--- src/rtl/multicycle_computer_pkg.sv ---
// ============================================================
// Module  : multicycle_computer_pkg
// Summary : Shared encodings for the multicycle computer controller
// Rev     : 1.0
// ============================================================
`default_nettype none

package multicycle_computer_pkg;

    typedef enum logic [3:0] {
        S_RESET  = 4'd0,
        FETCH    = 4'd1,
        DECODE   = 4'd2,
        MEMADR   = 4'd3,
        MEMREAD  = 4'd4,
        MEMWB    = 4'd5,
        MEMWRITE = 4'd6,
        EXECUTER = 4'd7,
        EXECUTEI = 4'd8,
        ALUWB    = 4'd9,
        BRANCH   = 4'd10
`ifdef MC_CTRL_BL_EN
        ,BL_LINK = 4'd11
`endif
    } state_t;

    localparam logic [3:0] c_cond_eq = 4'b0000;
    localparam logic [3:0] c_cond_ne = 4'b0001;
    localparam logic [3:0] c_cond_cs = 4'b0010;
    localparam logic [3:0] c_cond_cc = 4'b0011;
    localparam logic [3:0] c_cond_mi = 4'b0100;
    localparam logic [3:0] c_cond_pl = 4'b0101;
    localparam logic [3:0] c_cond_vs = 4'b0110;
    localparam logic [3:0] c_cond_vc = 4'b0111;
    localparam logic [3:0] c_cond_hi = 4'b1000;
    localparam logic [3:0] c_cond_ls = 4'b1001;
    localparam logic [3:0] c_cond_ge = 4'b1010;
    localparam logic [3:0] c_cond_lt = 4'b1011;
    localparam logic [3:0] c_cond_gt = 4'b1100;
    localparam logic [3:0] c_cond_le = 4'b1101;
    localparam logic [3:0] c_cond_al = 4'b1110;

    localparam logic [1:0] c_op_dp  = 2'b00;
    localparam logic [1:0] c_op_mem = 2'b01;
    localparam logic [1:0] c_op_br  = 2'b10;
    localparam logic [1:0] c_op_nop = 2'b11;

    localparam logic [3:0] c_cmd_and = 4'b0000;
    localparam logic [3:0] c_cmd_sub = 4'b0010;
    localparam logic [3:0] c_cmd_add = 4'b0100;
    localparam logic [3:0] c_cmd_cmp = 4'b1010;
    localparam logic [3:0] c_cmd_orr = 4'b1100;
    localparam logic [3:0] c_cmd_mov = 4'b1101;

    localparam logic [2:0] c_aluop_none = 3'b000;
    localparam logic [2:0] c_aluop_sub  = 3'b010;
    localparam logic [2:0] c_aluop_and  = 3'b011;
    localparam logic [2:0] c_aluop_orr  = 3'b100;
    localparam logic [2:0] c_aluop_add  = 3'b101;
    localparam logic [2:0] c_aluop_mov  = 3'b110;

    localparam logic [1:0] c_srca_pc    = 2'b00;
    localparam logic [1:0] c_srca_rd1   = 2'b01;
    localparam logic [1:0] c_srca_br    = 2'b10;
    localparam logic [1:0] c_srcb_reg   = 2'b00;
    localparam logic [1:0] c_srcb_imm   = 2'b01;
    localparam logic [1:0] c_srcb_br    = 2'b10;
    localparam logic [1:0] c_srcb_four  = 2'b11;
    localparam logic [1:0] c_res_alu    = 2'b00;
    localparam logic [1:0] c_res_mem    = 2'b01;
    localparam logic [1:0] c_res_aluout = 2'b10;
    localparam logic [1:0] c_regsrc_dflt = 2'b10;
    localparam logic [2:0] c_shift_none = 3'b111;

    function automatic logic [2:0] alu_op_map(input logic [3:0] cmd);
        case (cmd)
            c_cmd_add: alu_op_map = c_aluop_add;
            c_cmd_sub: alu_op_map = c_aluop_sub;
            c_cmd_and: alu_op_map = c_aluop_and;
            c_cmd_orr: alu_op_map = c_aluop_orr;
            c_cmd_mov: alu_op_map = c_aluop_mov;
            c_cmd_cmp: alu_op_map = c_aluop_sub;
            default:   alu_op_map = c_aluop_add;
        endcase
    endfunction

    // Unknown commands still run through the ALU but must not commit a result.
    function automatic logic cmd_writes_reg(input logic [3:0] cmd);
        case (cmd)
            c_cmd_add, c_cmd_sub, c_cmd_and, c_cmd_orr, c_cmd_mov: cmd_writes_reg = 1'b1;
            default: cmd_writes_reg = 1'b0;
        endcase
    endfunction

endpackage

`default_nettype wire

--- src/rtl/multicycle_computer_controller_cond_check.sv ---
// ============================================================
// Module  : cond_check
// Summary : Combinational condition-code evaluation against NZCV
// Rev     : 1.0
// ============================================================
`default_nettype none

module cond_check
    import multicycle_computer_pkg::*;
(
    input  logic [3:0] i_cond,
    input  logic [3:0] i_flags,
    output logic       o_pass
);

    logic w_n;
    logic w_z;
    logic w_c;
    logic w_v;

    assign {w_n, w_z, w_c, w_v} = i_flags;

    always_comb begin
        o_pass = 1'b0;
        case (i_cond)
            c_cond_eq: o_pass = w_z;
            c_cond_ne: o_pass = !w_z;
            c_cond_cs: o_pass = w_c;
            c_cond_cc: o_pass = !w_c;
            c_cond_mi: o_pass = w_n;
            c_cond_pl: o_pass = !w_n;
            c_cond_vs: o_pass = w_v;
            c_cond_vc: o_pass = !w_v;
            c_cond_hi: o_pass = w_c && !w_z;
            c_cond_ls: o_pass = !w_c || w_z;
            c_cond_ge: o_pass = (w_n == w_v);
            c_cond_lt: o_pass = (w_n != w_v);
            c_cond_gt: o_pass = !w_z && (w_n == w_v);
            c_cond_le: o_pass = w_z || (w_n != w_v);
            c_cond_al: o_pass = 1'b1;
            default:   o_pass = 1'b0;
        endcase
    end

endmodule

`default_nettype wire

--- src/rtl/multicycle_computer_controller.sv ---
// ============================================================
// Module  : multicycle_computer_controller
// Summary : Moore control FSM for the multicycle datapath;
//           BL link state built only with MC_CTRL_BL_EN defined
// Rev     : 1.0
// ============================================================
`default_nettype none

module multicycle_computer_controller
    import multicycle_computer_pkg::*;
(
    input  logic        clock,
    input  logic        reset,
    input  logic [31:0] INSTRUCTION_OUT,
    input  logic [3:0]  FLAGS,
    output logic        A3Src,
    output logic        AdrSrc,
    output logic        FlagUpdate,
    output logic        IRWrite,
    output logic        MemWrite,
    output logic        PCWrite,
    output logic        RegWrite,
    output logic        WD3Src,
    output logic [1:0]  ALUSrcA,
    output logic [1:0]  ALUSrcB,
    output logic [1:0]  ResultSrc,
    output logic [1:0]  RegSrc,
    output logic [2:0]  ALUop,
    output logic [2:0]  ShiftType,
    output logic [3:0]  state_out
);

    state_t     r_state;
    state_t     w_next;
    logic [5:0] r_funct;
    logic [3:0] r_rd;
    logic       w_pass;
    logic [1:0] w_op;
    logic [5:0] w_funct;
    logic [3:0] w_cmd;
    logic       w_unused;

    assign w_op     = INSTRUCTION_OUT[27:26];
    assign w_funct  = INSTRUCTION_OUT[25:20];
    assign w_cmd    = r_funct[4:1];
    assign w_unused = ^{INSTRUCTION_OUT[19:16], INSTRUCTION_OUT[11:0], r_funct[5]};
    assign state_out = r_state;

    cond_check u_cond_check (
        .i_cond  (INSTRUCTION_OUT[31:28]),
        .i_flags (FLAGS),
        .o_pass  (w_pass)
    );

    // IR fields are frozen on leaving DECODE so later states ignore IR/bus changes.
    always_ff @(posedge clock) begin
        if (!reset) begin
            r_state <= S_RESET;
            r_funct <= '0;
            r_rd    <= '0;
        end else begin
            r_state <= w_next;
            if (r_state == DECODE) begin
                r_funct <= w_funct;
                r_rd    <= INSTRUCTION_OUT[15:12];
            end
        end
    end

    always_comb begin
        w_next     = FETCH;
        A3Src      = 1'b0;
        AdrSrc     = 1'b0;
        FlagUpdate = 1'b0;
        IRWrite    = 1'b0;
        MemWrite   = 1'b0;
        PCWrite    = 1'b0;
        RegWrite   = 1'b0;
        WD3Src     = 1'b0;
        ALUSrcA    = c_srca_pc;
        ALUSrcB    = c_srcb_reg;
        ResultSrc  = c_res_alu;
        RegSrc     = c_regsrc_dflt;
        ALUop      = c_aluop_none;
        ShiftType  = c_shift_none;
        case (r_state)
            S_RESET: begin
                RegSrc = 2'b00;
                w_next = FETCH;
            end
            FETCH: begin
                IRWrite   = 1'b1;
                PCWrite   = 1'b1;
                ALUSrcB   = c_srcb_four;
                ResultSrc = c_res_aluout;
                w_next    = DECODE;
            end
            DECODE: begin
                ResultSrc = c_res_aluout;
                RegSrc    = {w_op == c_op_mem, w_op == c_op_br};
                if (!w_pass) begin
                    w_next = FETCH;
                end else begin
                    case (w_op)
                        c_op_mem: w_next = MEMADR;
                        c_op_dp:  w_next = w_funct[5] ? EXECUTEI : EXECUTER;
                        c_op_br:  w_next = BRANCH;
                        c_op_nop: w_next = FETCH;
                        default:  w_next = FETCH;
                    endcase
                end
            end
            MEMADR: begin
                ALUSrcA = c_srca_rd1;
                ALUSrcB = c_srcb_imm;
                w_next  = r_funct[0] ? MEMREAD : MEMWRITE;
            end
            MEMREAD: begin
                AdrSrc = 1'b1;
                w_next = MEMWB;
            end
            MEMWB: begin
                AdrSrc    = 1'b1;
                RegWrite  = 1'b1;
                ResultSrc = c_res_mem;
                w_next    = FETCH;
            end
            MEMWRITE: begin
                AdrSrc   = 1'b1;
                MemWrite = 1'b1;
                w_next   = FETCH;
            end
            EXECUTER, EXECUTEI: begin
                ALUSrcA    = c_srca_rd1;
                ALUSrcB    = (r_state == EXECUTEI) ? c_srcb_imm : c_srcb_reg;
                ALUop      = alu_op_map(w_cmd);
                FlagUpdate = r_funct[0] || (w_cmd == c_cmd_cmp);
                w_next     = (w_cmd == c_cmd_cmp) ? FETCH : ALUWB;
            end
            ALUWB: begin
                ResultSrc = c_res_alu;
                PCWrite   = (r_rd == 4'd15);
                RegWrite  = (r_rd != 4'd15) && cmd_writes_reg(w_cmd);
                w_next    = FETCH;
            end
            BRANCH: begin
                ALUSrcA   = c_srca_br;
                ALUSrcB   = c_srcb_br;
                ResultSrc = c_res_aluout;
                PCWrite   = 1'b1;
`ifdef MC_CTRL_BL_EN
                w_next    = r_funct[4] ? BL_LINK : FETCH;
`else
                w_next    = FETCH;
`endif
            end
`ifdef MC_CTRL_BL_EN
            BL_LINK: begin
                A3Src    = 1'b1;
                WD3Src   = 1'b1;
                RegWrite = 1'b1;
                w_next   = FETCH;
            end
`endif
            default: w_next = FETCH;
        endcase
    end

endmodule

`default_nettype wire

--- config.mk ---
export PLATFORM = sky130hd
export DESIGN_NAME = multicycle_computer_controller
export DESIGN_NICKNAME = d
export VERILOG_FILES = /design/src/rtl/multicycle_computer_pkg.sv /design/src/rtl/multicycle_computer_controller_cond_check.sv /design/src/rtl/multicycle_computer_controller.sv
export SDC_FILE = /design/constraint.sdc
export NUM_CORES = 1
export LEC_CHECK = 0
export CORE_MARGIN = 4
export CORE_UTILIZATION = 41
export DETAILED_ROUTE_END_ITERATION = 8
export PLACE_DENSITY = 0.92
export SLEW_MARGIN = 30
export SYNTH_ARGS = -nofsm -noshare
export SYNTH_HDL_FRONTEND = slang
export SYNTH_SLANG_ARGS = --single-unit
--- constraint.sdc ---
create_clock -name clock -period 2.1 [get_ports clock]
set_input_delay 0.42 -clock clock [delete_from_list [all_inputs] [get_ports clock]]
set_output_delay 0.42 -clock clock [all_outputs]
set_load 0.05 [all_outputs]
# Word level (Yosys, flattened, before mapping)
# Index checks and enable logic that the tools add are counted.
# classes
eq_ne,36
muxes,22
n_reduce_logical,21
# op_table
operator,count
4-bit equality test (second input constant),14
4-bit by 3-bit equality test with 1-bit output (second input constant),9
4-bit by 2-bit equality test with 1-bit output (second input constant),5
4-bit one-hot mux with 5 select lines,1
4-bit one-hot mux with 4 select lines,1
1-bit one-hot mux with 15 select lines,1
4-bit zero test,3
4-bit 2-to-1 mux,3
2-bit one-hot mux with 2 select lines,3
3-bit one-hot mux with 4 select lines,1
3-bit OR reduction,3
4-bit by 1-bit equality test with 1-bit output (second input constant),2
2-bit one-hot mux with 4 select lines,1
1-bit 2-to-1 mux,7
2-bit OR reduction,3
5-bit OR reduction,1
2-bit equality test (second input constant),2
1-bit zero test,4
4-bit != test (second input constant),1
1-bit one-hot mux with 2 select lines,2
1-bit logical AND,3
1-bit logical OR,3
3-bit 2-to-1 mux,1
2-bit by 1-bit equality test with 1-bit output (second input constant),1
other kinds (4),4
# totals
regBits,13
input_bits,38
elab_cells,82

# Logic depth before layout (Yosys ltp)
# logic_depth
depth_word,6
mapped_depth,6
depth_no_buf,5

# By module
# A second synthesis with hierarchy kept.
# hier_totals
hier_cells,149
hier_area_um2,1136.1
# modules_own_cells
mod,instances,cells_per_inst,area_each_um2
multicycle_computer_controller,1,121,942.2
cond_check,1,28,193.9

# Worst setup path before layout
# Ideal clock, no wire load.
# synth_timing
path_kind,flip-flop to output port
startpoint,reg r_state[3] (netlist: state_out[3])
endpoint,out ALUop[0]
t_arrival_ps,2501
required_time_ps,1680
slack_ps,-821
path_stages_with_launch,6
path_cell_list,dfxtp_1 -> buf_2 -> nand2b_1 -> nor3_1 -> nor2_1 -> a211oi_1
# synth_between
elab_chain_len,3
word_cells_on_any_way,4
cone_classes,2 x eq/ne; 1 x mux; 1 x reduce/logical
# synth_lines
item,line,source
start: declaration,multicycle_computer_controller.sv:33,state_t r_state;
start signal: assignment,multicycle_computer_controller.sv:62,r_state <= w_next;
4-bit equality test / 4-bit by 3-bit equality test with 1-bit output (equally long branches),multicycle_computer_controller.sv:86,case (r_state)
2-bit OR reduction (*),-,
3-bit 2-to-1 mux (*),multicycle_computer_controller.sv:86,
end: declaration,multicycle_computer_controller.sv:28,"output logic [2:0] ALUop,"
# Mark *: on every way between the ends. The rest lies on a longest branch, timed or not.

# Final worst setup path
# layout_timing
startpoint,reg r_state[3] (netlist: state_out[3])
endpoint,out ResultSrc[1]
# layout_between
elab_chain_len,3
word_cells_on_any_way,6
cone_classes,4 x eq/ne; 1 x mux; 1 x reduce/logical
# layout_lines
item,line,source
4-bit by 2-bit equality test with 1-bit output (tied with other cells),multicycle_computer_controller.sv:86,
3-bit OR reduction (no source line),-,
2-bit one-hot mux with 2 select lines (*),multicycle_computer_controller.sv:86,
end: declaration,multicycle_computer_controller.sv:26,"output logic [1:0] ResultSrc,"
# Marks and branches as above.

==> impl_metrics.csv <==
group,metric,value,unit
logic_synthesis,synth_enable_flop_cells,0,
logic_synthesis,synth.largest_area_cell,"sky130_fd_sc_hd__dfxtp_1",
hold_path,hold_path_depth,2,
pwr,p_total,0.753,mW
logic_synthesis,synthMostInstantiatedCell,"sky130_fd_sc_hd__nand2_1",
status,outcome,"complete, no violations",
drt,drc_markers,0,
floorplanning,i_o_pins,64,
placed_design,port_buffers,42,
drt,detail_route.vias_per_cell,5.31,
hold_path,whs_endpoint,"r_rd[2]$_SDFFE_PN0P_",
sta,setup_viol,0,
sta,finalWorstPathRequiredPeriod,2.03,ns
floorplanning,design.core.area,2500,sq um
final_layout,final_net_count,241,
worst_setup_path,critical_path.endpoint_type,"output port",
worst_setup_path,critical_path_peak_fanout,10,
hold_path,min_path_type,"flip-flop to flip-flop",
sta,fin_hold_ws,0.456,ns
grt,gr-usage-all-layers,0.164,
worst_setup_path,worst_r2r_endpoint,"state_out[3]$_SDFF_PN0_",
final_layout,synthToLayoutAreaGrowth,65.4,%
drt,wl_per_cell,12.2,um
logic_synthesis,ys_warn_count,0,
logic_synthesis,synth_top_area_frac,0.238,
grt,wire_length_of_the_first_global_routing_pass,4.53,mm
worst_setup_path,crit_chain,"nor2_1 -> inv_1 -> nor2_4 -> or3_4 -> buf_12",
pwr,p_comb_frac,0.444,
pwr,power.sequential.fraction,0.357,
drt,drt-total-wl,2.83,mm
pwr,power.clock.fraction,0.199,
pwr,leak,0.653,nW
logic_synthesis,synth.avg_cell_area,7.00,sq um
logic_synthesis,synth_seq_area_share,0.238,
worst_setup_path,ff2ff_setup_slack,0.53,ns
drt,firstDrtPassIters,4,
cts,worst_setup_hold_path_clk_slew,0.08,ns
logic_synthesis,synth.area.top_cells,"sky130_fd_sc_hd__dfxtp_1 (24%), sky130_fd_sc_hd__nand2_1 (9.6%), sky130_fd_sc_hd__nor2_1 (6.9%), sky130_fd_sc_hd__a21oi_1 (4.1%), sky130_fd_sc_hd__buf_4 (4.1%)",
logic_synthesis,yosysUniqueCellTypes,45,
grt,grt_antenna_before_repair,0,
cts,worstSkewPairLatency,0.27,ns
pwr,switchingPower,0.275,mW
cts,htree_levels,1,
worst_setup_path,rr_startpoint,"state_out[1]$_SDFF_PN0_",
floorplanning,design.die.area,3550,sq um
grt,grt_pass1_vias,1120,
final_layout,antenna_cells,0,
pwr,p_int,0.479,mW
logic_synthesis,syn-cell-area,1090,sq um
placed_design,dpl.hpwl,2.33,mm
cts,cts.path.max_buffers,2,
grt,grt_max_degree,16,
floorplanning,die_width,59.6,um
logic_synthesis,synth.ff_latch_count,13,
logic_synthesis,post_synth_inst_count,156,
sta,fin_skew,0.00727,ns
sta,timing.final.hold_violations,0,
cts,cts.sink_count,13,
logic_synthesis,yosys-top-cells-count,"sky130_fd_sc_hd__nand2_1 (28), sky130_fd_sc_hd__nor2_1 (20), sky130_fd_sc_hd__dfxtp_1 (13)",
logic_synthesis,async_reset_ff_frac,0,
worst_setup_path,worst_setup_path_start_kind,"flip-flop",
drt,num_vias,1233,
final_layout,drive_gt1_frac,0.267,
floorplanning,row_count,18,
floorplanning,initial_core_util,0.437,
cts,postCtsSetupBuffers,0,
drt,drt.antenna.violating_nets,0,
pwr,power_density_normalized_to_cell_area,417,nW/um^2
placed_design,routabilityCongestion,0.874,
hold_path,worst_hold_startpoint,"r_rd[2]$_SDFFE_PN0P_",
logic_synthesis,synth_ff_type,"sky130_fd_sc_hd__dfxtp_1",
cts,clockRootBuffer,"sky130_fd_sc_hd__clkbuf_4",
sta,final_min_period_over_clock_period,0.968,
sta,achievable-frequency,0.492,GHz
pwr,swShare,0.365,
cts,cts-buffers-inserted,3,
pwr,worst_vdd_drop,0.000328,V
drt,drt_iter0_markers,30,
final_layout,fillerInstances,189,
worst_setup_path,path_class,"flip-flop to output port",
worst_setup_path,timing.critical_path.required,1.68,ns
worst_setup_path,crit_arrival,1.61,ns
worst_setup_path,max_stage_delay,0.44,ns
worst_setup_path,timing.reg2reg.worst_path_depth,5,
cts,clock_tree_from_tritoncts,"done",
worst_setup_path,critical_path.slowest_cell,"sky130_fd_sc_hd__dfxtp_2",
sta,timing.setup.tns,0,ns
sta,report.final.slew_viol_count,0,
flow_run,max_cap_viol_count,0,
floorplanning,y_dimension_of_the_die,59.6,um
worst_setup_path,setup.worst_path.start,"state_out[3]$_SDFF_PN0_",
grt,grt_remaining_overflow,0,
## layout by cell type (no fill, tap or decap), types with 3 or more instances in the layout
master                            synthesis  final
sky130_fd_sc_hd__a21boi_0                 4      4
sky130_fd_sc_hd__a21boi_1                 5      5
sky130_fd_sc_hd__a21oi_1                  9      8
sky130_fd_sc_hd__buf_12                   0     15
sky130_fd_sc_hd__buf_4                    6     12
sky130_fd_sc_hd__clkbuf_4                 0      3
sky130_fd_sc_hd__clkdlybuf4s50_1          0     25
sky130_fd_sc_hd__conb_1                   2      5
sky130_fd_sc_hd__dfxtp_1                 13      9
sky130_fd_sc_hd__dfxtp_4                  0      3
sky130_fd_sc_hd__inv_1                    4      4
sky130_fd_sc_hd__nand2_1                 28     28
sky130_fd_sc_hd__nand3_1                  3      3
sky130_fd_sc_hd__nand3b_1                 3      3
sky130_fd_sc_hd__nor2_1                  20     13
sky130_fd_sc_hd__nor2_2                   1      7
sky130_fd_sc_hd__nor2b_1                  3      3
sky130_fd_sc_hd__nor3b_1                  4      4
sky130_fd_sc_hd__o21ai_1                  2      3
## sequential cells by signal, summed over array words and instances (netlist names)
name	flops
r_rd	4
state_out	4
r_funct	5
## worst max-delay path: cells and delay by family, from the launching register on
| kind | cells | cell delay [ns] |
|---|---|---|
| flip-flops | 1 | 0.44 |
| AND/OR/NAND/NOR | 3 | 0.56 |
| buffers and inverters | 2 | 0.34 |
## metal layers
| metal | GRT usage | share of wire | routed length [um] |
|---|---|---|---|
| met5 | 0 | 0 | 0 |
| met1 | 0.177 | 0.40 | 1140 |
| met4 | 0.0823 | 0.020 | 57 |
| met3 | 0.0240 | 0.065 | 185 |
| met2 | 0.304 | 0.51 | 1450 |
## cells by family (layout without fill, tap and decap cells)
logic type,Yosys count,after routing,share of synthesized area
muxes,2,2,0.0183
xor gates and xnor gates,3,3,0.0241
DFF,13,13,0.238
other,2,5,0.00688
buffers and inverters,17,60,0.0893
and+or+nand+nor,80,80,0.367
AOI/OAI and AO/OA,39,39,0.257
## power groups by stage
stage          clock, mW  sequential [mW]  combinational, mW
5_1_grt            0.163            0.271              0.355
6_report           0.150            0.269              0.334
4_1_cts            0.154            0.269              0.333
3_3_place_gp           0            0.274              0.326
2_1_floorplan          0            0.278              0.189
3_5_place_dp           0            0.275              0.332
## what timing repair did
item | CTS | global route
endpoints found under the setup margin | 4 | 6
pin swaps | 0 | 1
hold buffers | 0 | 0
resized for setup | 3 | 7
## how the worst max path moves through the flow
stage	endpoint	slack, ns	cells past startpoint
final	ResultSrc[1]	0.07	5
after floorplan	ALUop[0]	-0.08	5
after global routing	ResultSrc[1]	-0.008	5
after detailed placement	state_out[1]$_SDFF_PN0_	-0.16	6
after CTS	ALUop[0]	0.02	5
after global placement	state_out[1]$_SDFF_PN0_	-0.07	6
## cell type report
type	count	area, sq um	area share
repair buffers	52	641	0.355
inverters	4	15.0	0.00831
multi-input cells	129	815	0.451
clock buffers	4	26.3	0.0145
well taps	30	37.5	0.0208
flip-flops and latches	13	273	0.151
## metrics by stage
step           instances  setup slack, ns  utilization  area, sq um
3_3_place_gp         228          -0.0687        0.698         1750
2_1_floorplan        159          -0.0753            -         1150
3_5_place_dp         228           -0.155        0.698         1750
5_1_grt              232         -0.00834        0.723         1810
6_report             232           0.0674        0.723         1810
4_1_cts              232           0.0155        0.713         1780
No activity file was read; power rests on OpenSTA's default activity.
